## config.mk

```make
export PLATFORM = sky130hd
export DESIGN_NAME = spi_responder
export DESIGN_NICKNAME = d
export VERILOG_FILES = /design/src/rtl/spi_responder_pkg.sv /design/src/rtl/spi_resp_sync.sv /design/src/rtl/spi_responder.sv
export SDC_FILE = /design/constraint.sdc
export NUM_CORES = 1
export LEC_CHECK = 0
export CAP_MARGIN = 20
export CORE_MARGIN = 4
export CORE_UTILIZATION = 48
export CTS_CLUSTER_SIZE = 30
export DETAILED_ROUTE_END_ITERATION = 8
export PLACE_DENSITY_LB_ADDON = 0.08
export SETUP_SLACK_MARGIN = 0.2
export SLEW_MARGIN = 10
export SYNTH_ARGS = -nofsm -noshare
export SYNTH_HDL_FRONTEND = slang
export SYNTH_SLANG_ARGS = --single-unit
export TNS_END_PERCENT = 20
```

## constraint.sdc

```tcl
create_clock -name clk -period 1.8 [get_ports clk]
set_clock_uncertainty 0.05 [all_clocks]
set_input_delay 0.36 -clock clk [delete_from_list [all_inputs] [get_ports clk]]
set_output_delay 0.36 -clock clk [all_outputs]
set_load 0.01 [all_outputs]
```

## src/rtl/spi_responder_pkg.sv

```systemverilog
// Shared constants for the SPI responder peripheral on the j1 IO bus.
package spi_responder_pkg;

    // Frame width and the byte sent when the CPU has nothing queued
    localparam int          SPI_DATA_W    = 8;
    localparam logic [7:0]  SPI_IDLE_FILL = 8'hFF;

    // Responder state: IDLE while ss_n is high, ACTIVE while selected
    typedef enum logic {
        ST_IDLE   = 1'b0,
        ST_ACTIVE = 1'b1
    } spi_state_t;

    // IO map: existing ports plus the two new SPI responder registers
    localparam logic [15:0] IO_PORTA_IN  = 16'h0001;
    localparam logic [15:0] IO_PORTA_OUT = 16'h0002;
    localparam logic [15:0] IO_PORTA_DIR = 16'h0004;
    localparam logic [15:0] IO_SPI_DATA  = 16'h0010;  // rd: rx_data, wr: tx holding reg
    localparam logic [15:0] IO_SPI_STAT  = 16'h0020;  // {overrun, active, tx_full, rx_valid}
    localparam logic [15:0] IO_UART_DATA = 16'h1000;
    localparam logic [15:0] IO_UART_STAT = 16'h2000;

endpackage

```

## src/rtl/spi_resp_sync.sv

```systemverilog
// Two-flop synchroniser plus a third flop for edge detection on one
// asynchronous SPI pin.
module spi_resp_sync #(
    parameter logic RESET_VAL = 1'b0
) (
    input  logic clk,
    input  logic resetq,
    input  logic d,
    output logic level,
    output logic rise,
    output logic fall
);

    logic [2:0] sync;

    // Shift the raw pin through the synchroniser chain
    always_ff @(posedge clk or negedge resetq) begin
        if (!resetq)
            sync <= {3{RESET_VAL}};
        else
            sync <= {sync[1:0], d};
    end

    assign level = sync[1];
    assign rise  =  sync[1] & ~sync[2];
    assign fall  = ~sync[1] &  sync[2];

endmodule

```

## src/rtl/spi_responder.sv

```systemverilog
// SPI mode-0 responder: an external master clocks bytes in on MOSI while
// the CPU-supplied holding byte (or the idle fill) is shifted out on MISO.
module spi_responder
    import spi_responder_pkg::*;
#(
    parameter int                DATA_W    = SPI_DATA_W,
    parameter logic [DATA_W-1:0] IDLE_FILL = SPI_IDLE_FILL
) (
    input  logic              clk,
    input  logic              resetq,
    input  logic              spi_sck,
    input  logic              spi_ss_n,
    input  logic              spi_mosi,
    output logic              spi_miso,
    output logic              spi_miso_oe,
    input  logic              wr,
    input  logic [DATA_W-1:0] tx_data,
    input  logic              rd,
    output logic [DATA_W-1:0] rx_data,
    output logic              rx_valid,
    output logic              tx_full,
    output logic              active,
    output logic              overrun
);

    localparam int              CNT_W    = $clog2(DATA_W) + 1;
    localparam logic [CNT_W-1:0] LAST_BIT = CNT_W'(DATA_W - 1);

    logic sck_lvl,  sck_rise,  sck_fall;
    logic ss_lvl,   ss_rise,   ss_fall;
    logic mosi_lvl, mosi_rise, mosi_fall;

    // ss_n idles high so a reset never looks like a select
    spi_resp_sync #(.RESET_VAL(1'b0)) u_sync_sck (
        .clk(clk), .resetq(resetq), .d(spi_sck),
        .level(sck_lvl), .rise(sck_rise), .fall(sck_fall)
    );
    spi_resp_sync #(.RESET_VAL(1'b1)) u_sync_ss (
        .clk(clk), .resetq(resetq), .d(spi_ss_n),
        .level(ss_lvl), .rise(ss_rise), .fall(ss_fall)
    );
    spi_resp_sync #(.RESET_VAL(1'b0)) u_sync_mosi (
        .clk(clk), .resetq(resetq), .d(spi_mosi),
        .level(mosi_lvl), .rise(mosi_rise), .fall(mosi_fall)
    );

    spi_state_t        state;
    logic [CNT_W-1:0]  bit_cnt;
    logic [DATA_W-1:0] shift_rx;
    logic [DATA_W-1:0] shift_tx;
    logic [DATA_W-1:0] tx_hold;
    logic [DATA_W-1:0] rx_byte;
    logic [DATA_W-1:0] load_val;

    // Byte being completed by the current SCK rise, and next byte to send
    assign rx_byte  = {shift_rx[DATA_W-2:0], mosi_lvl};
    assign load_val = tx_full ? tx_hold : IDLE_FILL;

    assign spi_miso = shift_tx[DATA_W-1];
    assign active   = ~ss_lvl;

    logic unused_sync;
    assign unused_sync = &{1'b0, sck_lvl, mosi_rise, mosi_fall, shift_rx[DATA_W-1]};

    // Responder FSM: select handling, bit shifting and the CPU-side registers.
    // rd is applied first so a coincident byte completion wins; wr is applied
    // last so a coincident shifter load takes the old holding value.
    always_ff @(posedge clk or negedge resetq) begin
        if (!resetq) begin
            state       <= ST_IDLE;
            bit_cnt     <= '0;
            shift_rx    <= '0;
            shift_tx    <= IDLE_FILL;
            tx_hold     <= '0;
            tx_full     <= 1'b0;
            rx_data     <= '0;
            rx_valid    <= 1'b0;
            overrun     <= 1'b0;
            spi_miso_oe <= 1'b0;
        end else begin
            if (rd) begin
                rx_valid <= 1'b0;
                overrun  <= 1'b0;
            end

            case (state)
                ST_IDLE: begin
                    if (ss_fall) begin
                        state       <= ST_ACTIVE;
                        bit_cnt     <= '0;
                        shift_tx    <= load_val;
                        tx_full     <= 1'b0;
                        spi_miso_oe <= 1'b1;
                    end
                end
                ST_ACTIVE: begin
                    if (ss_rise) begin
                        // partial byte is dropped; received data is kept
                        state       <= ST_IDLE;
                        bit_cnt     <= '0;
                        spi_miso_oe <= 1'b0;
                    end else begin
                        if (sck_rise) begin
                            shift_rx <= rx_byte;
                            if (bit_cnt == LAST_BIT) begin
                                rx_data  <= rx_byte;
                                rx_valid <= 1'b1;
                                if (rx_valid && !rd)
                                    overrun <= 1'b1;
                                bit_cnt  <= '0;
                            end else begin
                                bit_cnt <= bit_cnt + 1'b1;
                            end
                        end
                        if (sck_fall) begin
                            if (bit_cnt == '0) begin
                                shift_tx <= load_val;
                                tx_full  <= 1'b0;
                            end else begin
                                shift_tx <= {shift_tx[DATA_W-2:0], 1'b0};
                            end
                        end
                    end
                end
                default: state <= ST_IDLE;
            endcase

            if (wr) begin
                tx_hold <= tx_data;
                tx_full <= 1'b1;
            end
        end
    end

endmodule

```

Yosys cells after proc, flatten, opt, wreduce, memory -nomap -nowiden
Index checks and enable logic that the tools add are counted.
Word-level totals
  flip-flop bits (word level): 48
  input bits: 15
  output and inout bits: 14
  word-level logic and storage cells: 77
Cells by class
  add/sub/neg operators: 1
  equal/unequal tests: 10
  muxes and demuxes: 34
  bitwise logic cells: 10
  reduce and logical (&&, ||, !) cells: 9
Operators with widths (number)
  8-bit 2-to-1 mux: 5
  1-bit 2-to-1 mux: 20
  4-bit 2-to-1 mux: 4
  8-bit one-hot mux with 2 select lines: 1
  3-bit inequality test, second input constant: 4
  2-bit inequality test, second input constant: 4
  4-bit one-hot mux with 2 select lines: 1
  4-bit AND reduction: 2
  1-bit inverter: 6
  1-bit one-hot mux with 2 select lines: 3
  3-bit AND reduction: 2
  4-bit by 1-bit adder with 4-bit output, second input constant: 1
  1-bit AND: 4
  4-bit by 3-bit == test with 1-bit output, second input constant: 1
  4-bit logical NOT: 1
  2-bit AND reduction: 2
  3-bit by 2-bit inequality test with 1-bit output, second input constant: 1
  1-bit logical AND: 1
  1-bit logical NOT: 1

Longest topological paths before layout
  word-level depth: 7
  depth in mapped cells: 7

Modules after synthesis
From an unflattened synthesis, not the netlist that was laid out.
Second synthesis, totals
  cell total of the unflattened synthesis: 176
  area, all modules: 2098.3 um^2
By module, submodules not included
  spi_responder: times used 1, cells each 161, area each 1824.2 um^2, sequential area each 1011.0 um^2
  spi_resp_sync at u_sync_mosi ...: times used 2, cells each 5, area each 90.1 um^2, sequential area each 75.1 um^2
  spi_resp_sync at u_sync_ss: times used 1, cells each 5, area each 93.8 um^2, sequential area each 78.8 um^2

Least setup slack after synthesis
Ideal clock, no wire load.
  kind: register to register
  start: register bit_cnt[0]
  end: register shift_tx[3]
  setup time: 0.081 ns
  arrival time: 1.565 ns
  path slack: 0.104 ns
  cell stages (with the launch flop): 8
  period minus slack after synthesis: 1.696 ns
  cell sequence: dfrtp_1 -> inv_1 -> ha_1 -> inv_1 -> o31ai_2 -> clkbuf_1 -> nor3b_1 -> o31ai_2
On the way
  longest elaborated chain between the ends: 5
RTL lines
  from (decl): RTL line spi_responder.sv:48  | logic [CNT_W-1:0] bit_cnt;
  from (signal assigned): RTL line spi_responder.sv:112  | bit_cnt <= bit_cnt + 1'b1;
  4-bit logical NOT: RTL line spi_responder.sv:116  | if (bit_cnt == '0) begin
  8-bit 2-to-1 mux: RTL line spi_responder.sv:116
  8-bit 2-to-1 mux: RTL line spi_responder.sv:115  | if (sck_fall) begin
  8-bit 2-to-1 mux: RTL line spi_responder.sv:97  | if (ss_rise) begin
  8-bit one-hot mux with 2 select lines: RTL line spi_responder.sv:86  | case (state)
  to (signal assigned): RTL line spi_responder.sv:91  | shift_tx <= load_val;
  to (signal assigned): RTL line spi_responder.sv:117  | shift_tx <= load_val;
  to (signal assigned): RTL line spi_responder.sv:120  | shift_tx <= {shift_tx[DATA_W-2:0], 1'b0};
  to (decl): RTL line spi_responder.sv:50  | logic [DATA_W-1:0] shift_tx;
Every way passes these cells. The select of a mux whose other input is x is not followed.
A chain may end at the register's enable or synchronous reset.

Worst setup path after layout
  start: register tx_full
  end: output port tx_full
RTL lines
  from (decl): RTL line spi_responder.sv:21  | output logic tx_full,
  from (signal assigned): RTL line spi_responder.sv:75  | tx_full <= 1'b0;
  from (signal assigned): RTL line spi_responder.sv:92  | tx_full <= 1'b0;
  from (signal assigned): RTL line spi_responder.sv:118  | tx_full <= 1'b0;
No word-level cell between the ends.

==> impl_results.md <==
* Status: finished clean
* Seq/Total Area, Yosys at 0.6126
* WL met2 at 1896 um
* First-pass GRT wire length at 6382 um
* Share of the synthesized area in the top cell type at 0.4669
* CP required at 1.39 ns
* Syn_nets at 169
* CTS max path bufs at 2
* DRT Pass-1 Iters at 4
* Largest net degree at the start of global routing at 49
* Site Rows at 23
* Register bit total from synthesis at 48
* Final core utilization at 0.6503
* Final nets at 212
* Clk_lat worst skew at 0.29 ns
* Hpwl dp at 2450 um
* Total Power at 2.683 mW
* I/O pins at 29
* Fmax at 609.0 MHz
* Setup CP Type: reg2out
* Crit path cell chain: clkdlybuf4s50_1
* Final wirelength at 3805 um
* Syn_area_per_cell at 13.05 um^2
* Slowest cell on crit path: clkdlybuf4s50_1
* Clock transition at path regs at 0.08 ns
* Highest metal used: met4
* CP Launch Type: register
* Cell taking the most area after synthesis: dfrtp_1
* Wirelength per Cell at 15.47 um
* Vias per inst at 5.362
* Die height at 72.28 um
* Met3 WL at 132 um
* Design area at 2601 um^2
* Worst Setup End Kind: output port
* Vias in the first global route at 1332
* Cell count after synthesis at 152
* Most common cell after layout, fill and taps aside: dfrtp_1
* Worst-Margin Slew at 0.4372 ns
* Mapped Area at 1983 um^2
* Hold Crit Depth at 0
* All-Layer GR Usage at 0.1594
* Yosys warns at 0
* Final Wtd Congestion at 0.7605
* Remaining antenna violation count at 0
* Initial antenna violation count at 0
* Reg2reg path depth at 4
* Via count at 1319
* ANT cells at 0
* Grt total ovfl at 0
* Arrival time worst endpoint at 1.23 ns
* Non-Filler Instances at 246
* CTS tree: yes
* Critical path's largest stage delay at 0.55 ns
* CP delay by family, top: buffers and inverters
* RSZ-0062 raised after global routing: true
* Total of max-cap violations at 0
* Metal-1 WL at 1714 um
* Die area at 5224 um^2
* Top post-synthesis cells by area: dfrtp_1 (47%), dfstp_2 (15%), mux2_2 (13%), nor3b_1 (2.6%), o31ai_1 (2.3%)
* CTS Root Cell: clkbuf_8
* Share of cells above drive strength 1 at 0.3980
* Final min period at 1.642 ns
* Worst Path Max Fanout at 3
* Total CTS buffers at 5
* Most frequent cells in the layout: dfrtp_1 (36), clkdlybuf4s50_1 (24), mux2_2 (23), nand2_1 (11), dfstp_2 (11)
* DRC errors left at 0
* Slew Viols, Final at 0
* Buffers & Inverters on Critical Path at 1
* H-tree lvl count at 2
* Port-buffer cells at 28
* Pleak at 1.150 nW
* Setup_tns at 0 ns
* Crit. path cell count at 1
* Slew margin rel. at 0.7055
* Hold Path Class: reg2reg
* Final Hold Fails at 0
* Worst VDD drop at 0.0006798 V
* Initial core utilization at 0.4958
* Synth unique cells at 33
* Sink Count at 48
* Period utilisation layout at 0.9123
* Synth-to-layout area growth at 31.17%
* Placed insts at 230
* Core Area at 4000 um^2
* Final Setup Violations at 0
* Pwr Density at 1031 nW/um^2
* DIE WIDTH at 72.28 um
* Area post-placement at 2345 um^2
* Initial DRC Count at 42
==> registers in the layout, indices dropped and copies added, names as in the netlist, 2 cells and up <==
name	cells
tx_hold	8
rx_data	8
u_sync_mosi.sync	2
bit_cnt	4
u_sync_ss.sync	3
shift_tx	8
u_sync_sck.sync	3
shift_rx	7
==> repair_timing <==
item,4_1_cts,5_1_grt
setup buffers,3,1
setup endpoints to repair,31,40
resized for setup,5,19
hold buffers,1,0
pin swaps,0,4
endpoints found under the hold margin,37,0
cloned,1,2
==> per-stage QoR <==
step           setup WS (ns)  hold WS [ns]
2_1_floorplan         0.2038       0.01441
3_3_place_gp          0.1249        0.2823
3_5_place_dp         0.08380        0.2847
4_1_cts               0.1132        0.3045
5_1_grt               0.1268        0.3103
6_report              0.1578        0.3039
==> power breakdown <==
| part | internal [mW] | total (mW) | switching, mW | leakage, nW |
|---|---|---|---|---|
| clock network | 0.447 | 0.781 | 0.333 | 0.0588 |
| logic | 0.261 | 0.476 | 0.214 | 0.510 |
| registers | 1.30 | 1.43 | 0.127 | 0.581 |
==> worst register-to-register path, delay by kind of cell (launching register included) <==
kind | cells | cell delay (ns)
and+or+nand+nor | 2 | 0.57
AOI/OAI and AO/OA | 2 | 0.33
DFF | 1 | 0.57
==> cell type report <==
type / count / area [um^2]
clock inverters: 2 / 33.78
fillers: 297 / 1399
repair buffers: 39 / 381.6
multi-input cells: 91 / 787.0
inverters: 10 / 37.54
clock buffers: 6 / 82.58
well taps: 50 / 62.56
flip-flops and latches: 48 / 1216
==> worst paths after layout <==
kind	slack (ns)	to	from
setup / recovery	0.16	tx_full	tx_full$_DFFE_PN0P_
hold / removal	0.30	u_sync_mosi.sync[1]$_DFF_PN0_	u_sync_mosi.sync[0]$_DFF_PN0_
setup reg to reg	0.18	tx_full$_DFFE_PN0P_	u_sync_ss.sync[2]$_DFF_PN1_
hold reg to reg	0.30	u_sync_mosi.sync[1]$_DFF_PN0_	u_sync_mosi.sync[0]$_DFF_PN0_
max in group asynchronous	0.91	shift_tx[0]$_DFFE_PN1P_	resetq
min in group asynchronous	0.52	overrun$_DFF_PN0_	resetq
==> routing by layer <==
layer,track usage,vias to the layer above
li1,-,620
met1,0.2132,665
met2,0.2518,27
met3,0.03740,7
met4,0.06263,0
met5,0,-
==> cell usage after synthesis (all sizes together) <==
| library cell | count |
|---|---|
| or2 | 1 |
| dfrtp | 37 |
| inv | 10 |
| o21ai | 7 |
| ha | 2 |
| nor3b | 7 |
| and3b | 1 |
| clkbuf | 2 |
| nand4 | 3 |
| a2bb2oi | 1 |
| a21o | 1 |
| mux2 | 23 |
| nor2b | 2 |
| buf | 3 |
| nand2b | 3 |
| o41a | 1 |
| o21ba | 1 |
| a32oi | 1 |
| or3b | 1 |
| dfstp | 11 |
| nor2 | 8 |
| o31ai | 8 |
| nand2 | 11 |
| a21oi | 1 |
| o22ai | 1 |
| mux2i | 1 |
| nand3 | 4 |
==> logic make-up (layout without fill, tap and decap cells) <==
group | count (synthesis) | after routing | synth area share
simple gates | 41 | 42 | 0.1155
flops | 48 | 48 | 0.6126
compound gates | 22 | 23 | 0.08706
mux | 24 | 24 | 0.1356
buf+inv | 15 | 57 | 0.03659
fa+ha+maj | 2 | 2 | 0.01262
Note: power is estimated with default switching activity, not from simulation.
